### src/rtl/contador_163_mod.sv
// Modulo-N up/down counter with 74163-style clear/load/enable controls, wrap or saturate ends,
// a combinational rco and a registered wrap pulse. Optional prescaler: define CONTADOR_PRESCALER_EN.
module contador_163_mod #(
    parameter int WIDTH    = 16,
    parameter int MODULO   = 2001,
    parameter int SATURATE = 0,
    parameter int PRESCALE = 4
) (
    input  logic             clock,
    input  logic             clr,
    input  logic             ld,
    input  logic             ent,
    input  logic             enp,
    input  logic             up,
    input  logic [WIDTH-1:0] D,
    output logic [WIDTH-1:0] Q,
    output logic             rco,
    output logic             wrap
);

    // Terminal value; with MODULO == 2**WIDTH this is all ones and overflow wraps naturally.
    localparam logic [WIDTH-1:0] TOP = WIDTH'(MODULO - 1);

    if (MODULO < 2 || longint'(MODULO) > (longint'(1) << WIDTH)) begin : g_bad_modulo
        $error("contador_163_mod: MODULO out of range");
    end
    if (PRESCALE < 2) begin : g_bad_prescale
        $error("contador_163_mod: PRESCALE must be >= 2");
    end

    logic             at_top;
    logic             at_bot;
    logic             step;
    logic             wrap_next;
    logic [WIDTH-1:0] q_next;

    assign at_top = (Q == TOP);
    assign at_bot = (Q == '0);
    assign rco    = ent && (up ? at_top : at_bot);

`ifdef CONTADOR_PRESCALER_EN
    localparam int            PW     = $clog2(PRESCALE);
    localparam logic [PW-1:0] P_LAST = PW'(PRESCALE - 1);

    logic [PW-1:0] p;

    always_ff @(posedge clock) begin
        if (!clr || !ld)
            p <= '0;
        else if (ent && enp)
            p <= (p == P_LAST) ? '0 : p + 1'b1;
    end

    assign step = ent && enp && (p == P_LAST);
`else
    assign step = ent && enp;
`endif

    always_comb begin
        q_next    = Q;
        wrap_next = 1'b0;
        if (step) begin
            if (up) begin
                if (!at_top) begin
                    q_next = Q + 1'b1;
                end else if (SATURATE == 0) begin
                    q_next    = '0;
                    wrap_next = 1'b1;
                end
            end else begin
                if (!at_bot) begin
                    q_next = Q - 1'b1;
                end else if (SATURATE == 0) begin
                    q_next    = TOP;
                    wrap_next = 1'b1;
                end
            end
        end
    end

    // Power-up state is established by the first clr cycle.
    always_ff @(posedge clock) begin
        if (!clr) begin
            Q    <= '0;
            wrap <= 1'b0;
        end else if (!ld) begin
            Q    <= (D > TOP) ? TOP : D;
            wrap <= 1'b0;
        end else begin
            Q    <= q_next;
            wrap <= wrap_next;
        end
    end

endmodule
### config.mk
export PLATFORM = sky130hd
export DESIGN_NAME = contador_163_mod
export DESIGN_NICKNAME = d
export VERILOG_FILES = /design/src/rtl/contador_163_mod.sv
export SDC_FILE = /design/constraint.sdc
export NUM_CORES = 1
export LEC_CHECK = 0
export ABC_AREA = 1
export CAP_MARGIN = 15
export CORE_ASPECT_RATIO = 1.1
export CORE_MARGIN = 3
export CORE_UTILIZATION = 50
export CTS_CLUSTER_DIAMETER = 120
export CTS_CLUSTER_SIZE = 8
export DETAILED_ROUTE_END_ITERATION = 12
export GPL_TIMING_DRIVEN = 0
export PLACE_DENSITY_LB_ADDON = 0.12
export SYNTH_ARGS = -nofsm -noshare
export SYNTH_HDL_FRONTEND = slang
export SYNTH_SLANG_ARGS = --single-unit
### constraint.sdc
create_clock -name clock -period 1.6 [get_ports clock]
set_input_delay 0.16 -clock clock [delete_from_list [all_inputs] [get_ports clock]]
set_output_delay 0.16 -clock clock [all_outputs]
set_load 0.005 [all_outputs]
==> After elaboration in Yosys (flattened, before gate mapping) <==
Index checks and enable logic that the tools add are counted.
{ "totals": {"ramBits": 0, "rom_bits": 0, "latchBits": 0, "mem_count": 0, "out_inout_bits": 18, "ff_bits": 17, "wordCells": 21} }
{ "classes": {"div_mod_pow": 0, "reduce_logical": 4, "n_lt_le_gt_ge": 1, "n_bitwise": 0, "n_eq_ne": 2, "n_addsub": 2, "muxes": 10, "n_shift": 0, "multipliers": 0} }
{ "ops": {"columns": ["cell", "n"], "rows": [
  ["$mux W16", 6],
  ["$add A16 B1 Y16 const B", 1],
  ["$eq A16 B11 Y1 const B", 1],
  ["$gt A16 B11 Y1 const B", 1],
  ["$logic_not A16 Y1", 1],
  ["$sub A16 B1 Y16 const B", 1],
  ["$mux W1", 4],
  ["$reduce_and A3 Y1", 1],
  ["$logic_and A1 B1 Y1", 2],
  ["$ne A2 B1 Y1 const B", 1]
]} }

==> Logic depth before layout (Yosys ltp) <==
Gate-level depths: netlist (run 1).
{ "logic_depth": {"ltp_word": 5, "ltp_mapped": 13} }

==> Worst setup path before layout (run 1) <==
No wires, ideal clock.
{ "synth_timing": {"path_type": "flip-flop to flip-flop", "start": "register Q[0]", "end": "register Q[13]", "arrival_ps": 1359, "path_stages_with_launch": 14, "synth_period_minus_slack_ps": 1472, "setup_slack_ps": 128, "setup_ps": 113, "path_cell_list": "dfxtp_1 inv_1 ha_1 nand2_2 nor2_2 nand2_4 nand2_4 inv_2 nand2_1 nand3_1 nand2_1 inv_1 nand2_1 nor2_2"} }
{ "synth_between": {"elab_chain_len": 5} }
{ "synth_lines": {"columns": ["item", "line", "rtl"], "rows": [
  ["start, declared", "16", "output logic [WIDTH-1:0] Q,"],
  ["start signal, assigned", "87", "Q <= (D > TOP) ? TOP : D;"],
  ["start signal, assigned", "90", "Q <= q_next;"],
  ["$sub A16 B1 Y16, or another cell as far along", "72", "q_next = Q - 1'b1;"],
  ["$mux W16, on equally long branches", "71, 64", null],
  ["$mux W16 (*)", "63", "if (up) begin"],
  ["$mux W16 (*)", "62", "if (step) begin"],
  ["$mux W16 (*)", "86", "end else if (!ld) begin"]
]} }
Every way passes the cells marked *; elsewhere a longest branch is shown, timed or not. The select of a mux whose other input is x is not followed.
A chain may end at the register's enable or synchronous reset.

==> Final worst setup path (run 1) <==
{ "layout_timing": {"start": "register Q[1]", "end": "register Q[14]"} }
Same word-level chain as after synthesis.

==> run_results.csv, run 1 <==
group,metric,value,unit
critical_path,startpoint,"Q[1]$_SDFFE_PN0P_",
status,violations,"setup timing",
logic_synthesis,syn_area,0.00194,mm²
min_path,min-delay-start,"ld",
global_route,antenna_found_initial,0,
critical_path,critPathBufInv,1,
sta,period_share,1.05,
clock_network,cts_buffers,3,
global_route,grtUsageTotal,0.313,
logic_synthesis,synth_nets,364,
clock_network,htreeDepth,1,
sta,finalSetupViolCount,4,
placement,gp_congestion,0.982,
routing,wl_per_cell,16.7,µm
routing,drc,0,
routing,top_layer,"met4",
placement,pre_cts_slack,-0.588,ns
clock_network,ctsHoldBuffers,0,
critical_path,cp-start-kind,"flop",
placement,dpl-instance-area,0.00238,mm²
routing,wl,7790,µm
clock_network,cts-root-buf,"clkbuf_8",
critical_path,crit_type,"reg -> reg",
routing,drtPass1Iterations,6,
critical_path,cpPeakStageDelay,0.40,ns
sta,slew_viol_final,0,
logic_synthesis,synth_seq_cells,17,
routing,wl_met3,843,µm
floorplan,row_count,23,
routing,drtIter0Drc,311,
sta,max_clock_freq,0.596,GHz
power,vdd_drop_max,0.509,mV
critical_path,cp_cell_sequence,"ha_4, nand2_2, nor2_4, nand3_2, clkinv_1, nand2_1, nand3_1, nand2_1, nor2_1, nor2_1, nand2_1, nor2_1",
clock_network,cts_tree,"done",
clock_network,clk_pin_slew,0.07,ns
cells_and_area,final_common_cell,"nand2_1",
cells_and_area,areaGrowthSynthToFinish,54.6,%
cells_and_area,seqCellArea,374,µm²
routing,drtAntennaViolNets,0,
flow_run,max_cap_violations,0,
logic_synthesis,syn_avg_cell_area,5.71,µm²
critical_path,crit_arrival,1.83,ns
logic_synthesis,synthTopCellsByArea,"dfxtp_1 (18%), nand2_1 (16%), nand3_1 (11%), nor2_1 (8.1%), inv_1 (8.0%)",
floorplan,dieArea,0.00465,mm²
logic_synthesis,synth_top_area_cell,"dfxtp_1",
power,p_leak,1.42,nW
cells_and_area,fill_cells,270,
logic_synthesis,synth_top_area_frac,0.176,
sta,fin_worst_skew,0.00562,ns
clock_network,clockBufferDepth,2,
critical_path,path_max_fanout,4,
cells_and_area,final_util,0.813,
floorplan,core,0.00368,mm²
floorplan,io_pins,40,
power,power.total,1.78,mW
placement,dpl.hpwl,4620,µm
power,power.density,594,mW/mm²
floorplan,initial_core_util,0.525,
global_route,grt_pass1_vias,2574,
global_route,grt_pass1_wl,11500,µm
critical_path,crit_slowest_cell,"dfxtp_4",
sta,layout_setup_ws,-0.0790,ns
sta,worstMarginPinSlew,0.606,ns
cells_and_area,fin_nets,441,
floorplan,die_x,65.3,µm
critical_path,r2r-start,"Q[1]$_SDFFE_PN0P_",
clock_network,clock-sinks,17,
critical_path,cp-end-kind,"flop",
global_route,overflow,0,
critical_path,cp_data_required_time,1.75,ns
sta,relSlewSlack,0.596,
cells_and_area,final_cell_mix,"nand2_1 (68), nand3_1 (39), clkdlybuf4s50_1 (37), inv_1 (34), buf_4 (30)",
logic_synthesis,seq_area_frac_synth,0.176,
logic_synthesis,ys_types,30,
cells_and_area,n_antenna_cell,0,
logic_synthesis,yosysWarnings,0,
sta,period_needed,1.68,ns
sta,hold_violations,0,
cells_and_area,multi_input_area,0.00154,mm²
floorplan,die_h,71.3,µm
cells_and_area,fin_area,0.00299,mm²
routing,wl_met2,3740,µm
logic_synthesis,postSynthCellCount,339,
placement,portBuffers,38,
routing,vias,2721,
cells_and_area,drive_gt1_frac,0.320,
global_route,grt_max_degree,11,
sta,grt_setup_unrepaired,"true",
min_path,hold_class,"in -> reg",
routing,via_per_inst,5.85,
critical_path,cp_top_family,"simple AND/OR/NAND/NOR gates",
status,status,"complete, but fails checks",
routing,wl_met1,2800,µm
clock_network,worstSkewPairLatency,0.26,ns
sta,hold_ws,0.323,ns
sequential cells by signal, summed over array words and instances (netlist names):
register  cells
wrap          1
Q            16
metrics by stage:
stage | setup TNS [ns] | cells
3_5_place_dp | -4.89 | 427
3_3_place_gp | -4.29 | 427
6_report | -0.165 | 465
4_1_cts | -0.00864 | 451
5_1_grt | -0.884 | 465
2_1_floorplan | 0 | 339
path summary, 6_finish.rpt:
path | end | slack, ns | cells past startpoint
max | Q[14]$_SDFFE_PN0P_ | -0.08 | 12
min | wrap$_SDFF_PN0_ | 0.32 | 3
max reg2reg | Q[14]$_SDFFE_PN0P_ | -0.08 | 12
min reg2reg | Q[12]$_SDFFE_PN0P_ | 0.62 | 2
where the power goes:
group / total [mW] / leakage, nW / switching (mW) / internal (mW)
clock network: 0.354 / 0.0228 / 0.176 / 0.178
registers: 0.519 / 0.146 / 0.0645 / 0.455
logic: 0.904 / 1.25 / 0.485 / 0.420
total: 1.78 / 1.42 / 0.725 / 1.05
routing by layer:
metal | track usage | up-vias
met1 | 0.376 | 1205
li1 | - | 1245
met2 | 0.535 | 215
met4 | 0.150 | 0
met3 | 0.0533 | 56
met5 | 0 | -
synth_stat cells, drive strengths merged:
cell and instances:
clkbuf 4, xor2 6, clkinv 2, xnor2 1, nand3b 3, nor2 54, o211ai 2, ha 3
nor3 5, a21oi 16, dfxtp 17, o22ai 1, nand2 90, inv 46, nand4 8, buf 10
nand3 44, o21ai 25, a31oi 2
worst register-to-register path, delay by kind of cell, from the launching register on:
| family | cells | cell delay (ns) |
|---|---|---|
| buffers and inverters | 1 | 0.08 |
| adder cells (fa/ha/maj) | 1 | 0.16 |
| flip-flops | 1 | 0.40 |
| AND/OR/NAND/NOR | 10 | 0.95 |
cell type report:
type,instances,share of cell area
tap,50,0.0209
inverter,48,0.0648
buffer,10,0.0234
multi-input combinational,260,0.515
clock buffer,4,0.0151
timing repair buffer,76,0.236
sequential,17,0.125
cell families after synthesis:
group / after synthesis / share of synthesized area
AO/OA/AOI/OAI: 46 / 0.123
XOR/XNOR: 7 / 0.0317
adder cells (fa/ha/maj): 3 / 0.0194
buffers and inverters: 62 / 0.130
flip-flops: 17 / 0.176
AND/OR/NAND/NOR: 204 / 0.520
repair_timing:
action / in CTS / in global routing
setup buffers: 23 / 14
resized for setup: 55 / 54
cloned: 0 / 1
pin swaps: 16 / 25
endpoints found under the setup margin: 18 / 17
Power figures use the tool's default switching activity.
==> run 2: changes to the inputs <==
--- a/config.mk
+++ b/config.mk
@@ -15,6 +15,7 @@
 export DETAILED_ROUTE_END_ITERATION = 12
 export GPL_TIMING_DRIVEN = 0
 export PLACE_DENSITY_LB_ADDON = 0.12
+export REMOVE_ABC_BUFFERS = 1
 export SYNTH_ARGS = -nofsm -noshare
 export SYNTH_HDL_FRONTEND = slang
 export SYNTH_SLANG_ARGS = --single-unit
==> run 2 against run 1 <==
Critical path type unchanged. Critical path depth decreased by 2. Register-to-register slack improved by 0.02 ns. The flow still finishes with violations (setup timing). Highest routed layer unchanged. Die area unchanged. Wire length decreased by 2.7%. Utilization increased by 0.65 points. First-iteration DRC count increased by 9.0%. Global-route usage decreased by 1.1 points. Largest cell class unchanged. Final cell count decreased by 1.1%. Hold slack improved by 0.20 ns. Critical endpoint is now Q[4]$_SDFFE_PN0P_.
==> run_results.csv, run 2 (synthesis gave the netlist of run 1 again) <==
group,metric,value,unit
status,status,"complete, but fails checks",
status,violations,"setup timing",
sta,hold_ws,0.518,ns
sta,finalSetupViolCount,3,
critical_path,crit_arrival,1.85,ns
critical_path,crit_type,"reg -> reg",
cells_and_area,largestRegisters,"Q (16), wrap (1)",
routing,drtAntennaViolNets,0,
critical_path,cp-start-kind,"flop",
placement,gp_congestion,0.979,
sta,grt_setup_unrepaired,"true",
power,p_switching,0.716,mW
floorplan,core,0.00368,mm²
floorplan,dieArea,0.00465,mm²
power,pwr-share-comb,0.501,
sta,fin_worst_skew,0.00448,ns
clock_network,htreeDepth,1,
clock_network,clock-sinks,17,
global_route,grt_pass1_wl,11200,µm
critical_path,cpMostUsedCell,"nand3_1",
floorplan,io_pins,40,
cells_and_area,n_antenna_cell,0,
routing,wl,7570,µm
global_route,grt_pass1_vias,2396,
cells_and_area,largest-register,"Q",
floorplan,die_x,65.3,µm
power,power.internal,1.02,mW
global_route,grt_max_degree,17,
sta,hold_violations,0,
critical_path,rrSetupSlack,-0.06,ns
power,clockPowerShare,0.206,
critical_path,cp_cell_sequence,"buf_6, ha_4, nand2_4, nor2_4, buf_4, xor2_1, nand3_1, nand3_1, nand2_1, a21oi_1",
routing,via_per_inst,5.75,
global_route,grtUsageTotal,0.302,
critical_path,crit_slowest_cell,"dfxtp_4",
placement,portBuffers,39,
power,switching_share,0.413,
floorplan,row_count,23,
min_path,min-delay-start,"D[3]",
cells_and_area,areaGrowthSynthToFinish,55.8,%
routing,wl_per_cell,16.5,µm
critical_path,r2r-start,"Q[1]$_SDFFE_PN0P_",
placement,pre_cts_slack,-0.986,ns
cells_and_area,fin_nets,436,
cells_and_area,fin_area,0.00302,mm²
sta,relSlewSlack,0.614,
power,p_leak,1.45,nW
routing,drtPass1Iterations,6,
sta,period_share,1.04,
power,power.total,1.73,mW
clock_network,cts_tree,"done",
cells_and_area,final_cell_mix,"nand2_1 (68), nand3_1 (38), clkdlybuf4s50_1 (36), buf_4 (36), inv_1 (34)",
sta,layout_setup_ws,-0.0569,ns
critical_path,path_max_fanout,4,
cells_and_area,drive_gt1_frac,0.344,
clock_network,cts_buffers,3,
critical_path,cpPeakStageDelay,0.38,ns
global_route,overflow,0,
critical_path,cp-end-kind,"flop",
floorplan,initial_core_util,0.525,
cells_and_area,largest_register_ffs,16,
global_route,antenna_found_initial,0,
sta,max_clock_freq,0.604,GHz
floorplan,die_h,71.3,µm
power,power_frac_seq,0.293,
critical_path,cp_data_required_time,1.80,ns
clock_network,worstSkewPairLatency,0.26,ns
routing,drc,0,
power,vdd_drop_max,0.417,mV
routing,drtIter0Drc,339,
clock_network,clk_pin_slew,0.08,ns
flow_run,max_cap_violations,0,
min_path,hold_class,"in -> reg",
placement,dpl.hpwl,4160,µm
sta,worstMarginPinSlew,0.578,ns
clock_network,clockBufferDepth,2,
routing,vias,2645,
placement,dpl-instance-area,0.00232,mm²
power,power.density,575,mW/mm²
cells_and_area,final_common_cell,"nand2_1",
clock_network,cts-root-buf,"clkbuf_8",
sta,slew_viol_final,0,
critical_path,startpoint,"Q[1]$_SDFFE_PN0P_",
sta,period_needed,1.66,ns
## run 2: changes by cell type in the layout (fill, tap and decap cells not counted), moves of 3 or more
cell / previous run / this run
inv_4: 5 / 2
dfxtp_1: 4 / 1
a21oi_2: 0 / 3
buf_6: 8 / 4
buf_4: 30 / 36
dfxtp_4: 7 / 12
nand2_2: 13 / 10
a21oi_1: 16 / 13
## run 2: path summary, 6_finish.rpt
path	to	cells after the start
hold / removal	Q[3]$_SDFFE_PN0P_	3
setup reg to reg	Q[4]$_SDFFE_PN0P_	10
setup / recovery	Q[4]$_SDFFE_PN0P_	10
hold reg to reg	Q[1]$_SDFFE_PN0P_	2
## run 2: per-layer routing
metal / track usage / wire length [µm] / vias to the layer above
li1: - / - / 1231
met1: 0.393 / 2820 / 1182
met2: 0.498 / 3770 / 192
met3: 0.0361 / 654 / 40
met4: 0.134 / 336 / 0
met5: 0 / 0 / -
## run 2: metrics by stage
step / TNS [ns] / utilization / instances
finish: -0.108 / 0.819 / 460
global route: -0.531 / 0.819 / 460
global placement: -13.92 / 0.629 / 414
floorplan: 0 / - / 325
detailed placement: -13.86 / 0.629 / 414
CTS: 0 / 0.739 / 447
## run 2: final cells by class
type | instances | area (µm²)
Timing Repair inverter | 1 | 7.51
Multi-Input combinational cell | 260 | 1600
Timing Repair Buffer | 80 | 718
Fill cell | 260 | 667
Sequential cell | 17 | 390
Clock buffer | 4 | 45.0
Inverter | 48 | 195
Tap cell | 50 | 62.6
## run 2: power groups by stage
stage	Sequential, mW	Clock [mW]	Combinational, mW
floorplan	0.518	0	0.358
global placement	0.532	0	0.553
detailed placement	0.532	0	0.559
CTS	0.503	0.361	0.712
global route	0.510	0.370	0.942
finish	0.507	0.358	0.869
## run 2: critical path: cells and delay by family, from the launching register on
kind                       cells  cell delay [ns]
adders and majority gates      1             0.15
xor gates and xnor gates       1             0.18
AOI/OAI and AO/OA              1             0.11
and+or+nand+nor                5             0.53
DFF                            1             0.38
buffers and inverters          2             0.26
## run 2: what timing repair did
action | in CTS | in global routing
gates cloned | 1 | 0
resized for setup | 65 | 56
setup buffers | 28 | 13
endpoints found under the setup margin | 18 | 17
pin swaps | 11 | 12
hold buffers | 0 | 0
==> run 3: changes to the inputs <==
--- a/config.mk
+++ b/config.mk
@@ -14,7 +14,7 @@
 export CTS_CLUSTER_SIZE = 8
 export DETAILED_ROUTE_END_ITERATION = 12
 export GPL_TIMING_DRIVEN = 0
-export PLACE_DENSITY_LB_ADDON = 0.12
+export PLACE_DENSITY = 0.82
 export REMOVE_ABC_BUFFERS = 1
 export SYNTH_ARGS = -nofsm -noshare
 export SYNTH_HDL_FRONTEND = slang
==> constraint.sdc (replaced) <==
create_clock -name clock -period 1.6 [get_ports clock]
set_input_delay 0.16 -clock clock [delete_from_list [all_inputs] [get_ports clock]]
set_output_delay 0.16 -clock clock [all_outputs]
set_load 0.02 [all_outputs]
==> run 3 against run 2 <==
The flow still finishes with violations (setup timing). Total power down 4.6%. Sequential share of layout area up 0.71 points. Non-clock buffer count down 16. Hold slack worse by 0.029 ns. Global-route usage down 3.2 points. Maximum frequency down 3.8%. Wire length down 12%. Utilization down 6.5 points. Largest cell class unchanged.
==> run_results.csv, run 3 (synthesis gave the netlist of run 1 again) <==
group,metric,value,unit
sta,fin_worst_skew,0.00478,ns
cells_and_area,n_antenna_cell,0,
critical_path,critPathBufInv,1,
routing,wl,6650,µm
floorplan,row_count,23,
critical_path,rrSetupSlack,-0.04,ns
power,p_leak,1.31,nW
clock_network,cts_tree,"done",
cells_and_area,areaGrowthSynthToFinish,43.4,%
placement,gp_congestion,0.948,
critical_path,cp_data_required_time,1.44,ns
clock_network,htreeDepth,1,
critical_path,cp_top_family,"simple AND/OR/NAND/NOR gates",
critical_path,path_max_fanout,6,
critical_path,r2r-start,"Q[0]$_SDFFE_PN0P_",
global_route,overflow,0,
power,switching_share,0.417,
sta,worstMarginPinSlew,0.591,ns
status,violations,"setup timing",
sta,period_needed,1.72,ns
cells_and_area,final_util,0.754,
min_path,min-delay-start,"ld",
clock_network,clk_pin_slew,0.08,ns
routing,drc,0,
power,clockPowerShare,0.215,
critical_path,crit_slowest_cell,"dfxtp_1",
critical_path,worstRegToRegCells,13,
sta,relSlewSlack,0.606,
global_route,grt_max_degree,17,
critical_path,cpMostUsedCell,"nand2_2",
cells_and_area,fin_nets,420,
clock_network,worstSkewPairLatency,0.27,ns
clock_network,ctsHoldBuffers,0,
floorplan,die_x,65.3,µm
critical_path,crit_arrival,1.56,ns
cells_and_area,largest-register,"Q",
floorplan,io_pins,40,
routing,via_per_inst,5.64,
floorplan,dieArea,0.00465,mm²
power,pwr-share-comb,0.466,
routing,wl_per_cell,15.0,µm
flow_run,max_cap_violations,0,
sta,max_clock_freq,0.580,GHz
power,power.internal,0.965,mW
power,p_switching,0.690,mW
power,vdd_drop_max,0.362,mV
placement,portBuffers,39,
sta,layout_setup_ws,-0.123,ns
sta,hold_violations,0,
routing,drtAntennaViolNets,0,
sta,finalSetupViolCount,3,
status,status,"complete, but fails checks",
sta,period_share,1.08,
clock_network,clock-sinks,17,
cells_and_area,largestRegisters,"Q (16), wrap (1)",
cells_and_area,largest_register_ffs,16,
clock_network,cts-root-buf,"clkbuf_8",
global_route,grt_pass1_vias,2143,
routing,vias,2505,
critical_path,cp-end-kind,"output port",
global_route,grtUsageTotal,0.270,
critical_path,cpPeakStageDelay,0.38,ns
sta,grt_setup_unrepaired,"true",
power,power.density,596,mW/mm²
clock_network,cts_buffers,3,
floorplan,die_h,71.3,µm
critical_path,cp_cell_sequence,"nor2_1, nand2_2, nor2_2, nand2_2, nand2_4, nand2_2, nor2_1, buf_4",
critical_path,cp-start-kind,"flop",
clock_network,clockBufferDepth,2,
global_route,grt_pass1_wl,9910,µm
min_path,holdPathEnd,"Q[12]$_SDFFE_PN0P_",
routing,drtPass1Iterations,5,
placement,dpl.hpwl,4110,µm
floorplan,core,0.00368,mm²
sta,slew_viol_final,0,
min_path,hold-path-cell-count,3,
cells_and_area,final_common_cell,"nand2_1",
power,power_frac_seq,0.319,
floorplan,initial_core_util,0.525,
cells_and_area,drive_gt1_frac,0.266,
global_route,antenna_found_initial,0,
critical_path,r2r_end,"Q[14]$_SDFFE_PN0P_",
critical_path,crit_type,"reg -> out",
cells_and_area,final_cell_mix,"nand2_1 (72), nand3_1 (40), inv_1 (36), clkdlybuf4s50_1 (36), nor2_1 (32)",
placement,pre_cts_slack,-1.06,ns
min_path,hold_class,"in -> reg",
routing,drtIter0Drc,230,
run 3: worst register-to-register path: stages, from the launching register on:
cell	delay, ns
dfxtp_4	0.38
inv_4	0.07
buf_6	0.11
ha_4	0.15
nand2_4	0.09
nor2_8	0.16
nand3_4	0.09
nor2_4	0.14
nand2_1	0.08
o21ai_2	0.08
nand2_1	0.07
nand2_1	0.05
nand2_1	0.04
nor2_1	0.07
run 3: worst max path at each step:
| stage | start | cells past startpoint | slack [ns] | to |
|---|---|---|---|---|
| 2_1_floorplan | Q[0]$_SDFFE_PN0P_ | 8 | -0.08 | rco |
| 3_3_place_gp | up | 6 | -1.10 | rco |
| 3_5_place_dp | up | 6 | -1.06 | rco |
| 5_1_grt | Q[9]$_SDFFE_PN0P_ | 9 | -0.18 | rco |
| 6_report | Q[14]$_SDFFE_PN0P_ | 8 | -0.12 | rco |
| 4_1_cts | Q[9]$_SDFFE_PN0P_ | 9 | -0.05 | rco |
run 3: through the flow:
step | cell area, µm² | cells | power, mW | hold WS, ns | TNS, ns
after floorplan | 1860 | 325 | 0.910 | 0.298 | -0.0776
after global placement | 2320 | 414 | 1.12 | 0.603 | -14.31
after detailed placement | 2320 | 414 | 1.13 | 0.609 | -14.33
after CTS | 2530 | 430 | 1.53 | 0.477 | -0.0833
after global routing | 2780 | 444 | 1.74 | 0.488 | -0.764
final | 2780 | 444 | 1.66 | 0.490 | -0.170
run 3: what timing repair did:
| item | 4_1_cts | 5_1_grt |
|---|---|---|
| cloned | 1 | 0 |
| pin swaps | 7 | 11 |
| endpoints found under the setup margin | 26 | 17 |
| setup buffers | 11 | 15 |
| gates resized for setup | 44 | 41 |
run 3: final cells by class:
cell class                 instances  area (µm²)
tap                               50        62.6
inverter                          48         195
timing repair buffer              64         589
clock buffer                       4        45.0
timing repair inverter             1        7.51
fill                             290         907
sequential                        17         379
multi-input combinational        260        1500
run 3: power groups by stage:
stage               combinational (mW)  clock [mW]  sequential [mW]
finish                           0.772       0.356            0.528
floorplan                        0.359           0            0.551
CTS                              0.648       0.357            0.527
detailed placement               0.593           0            0.532
global placement                 0.587           0            0.532
global route                     0.835       0.368            0.535
run 3: routing by layer:
layer,vias to the layer above,part of all wire,track usage
met2,161,0.48,0.438
met5,-,0,0
met3,33,0.084,0.0298
met1,1112,0.40,0.360
met4,0,0.040,0.118
li1,1199,-,-
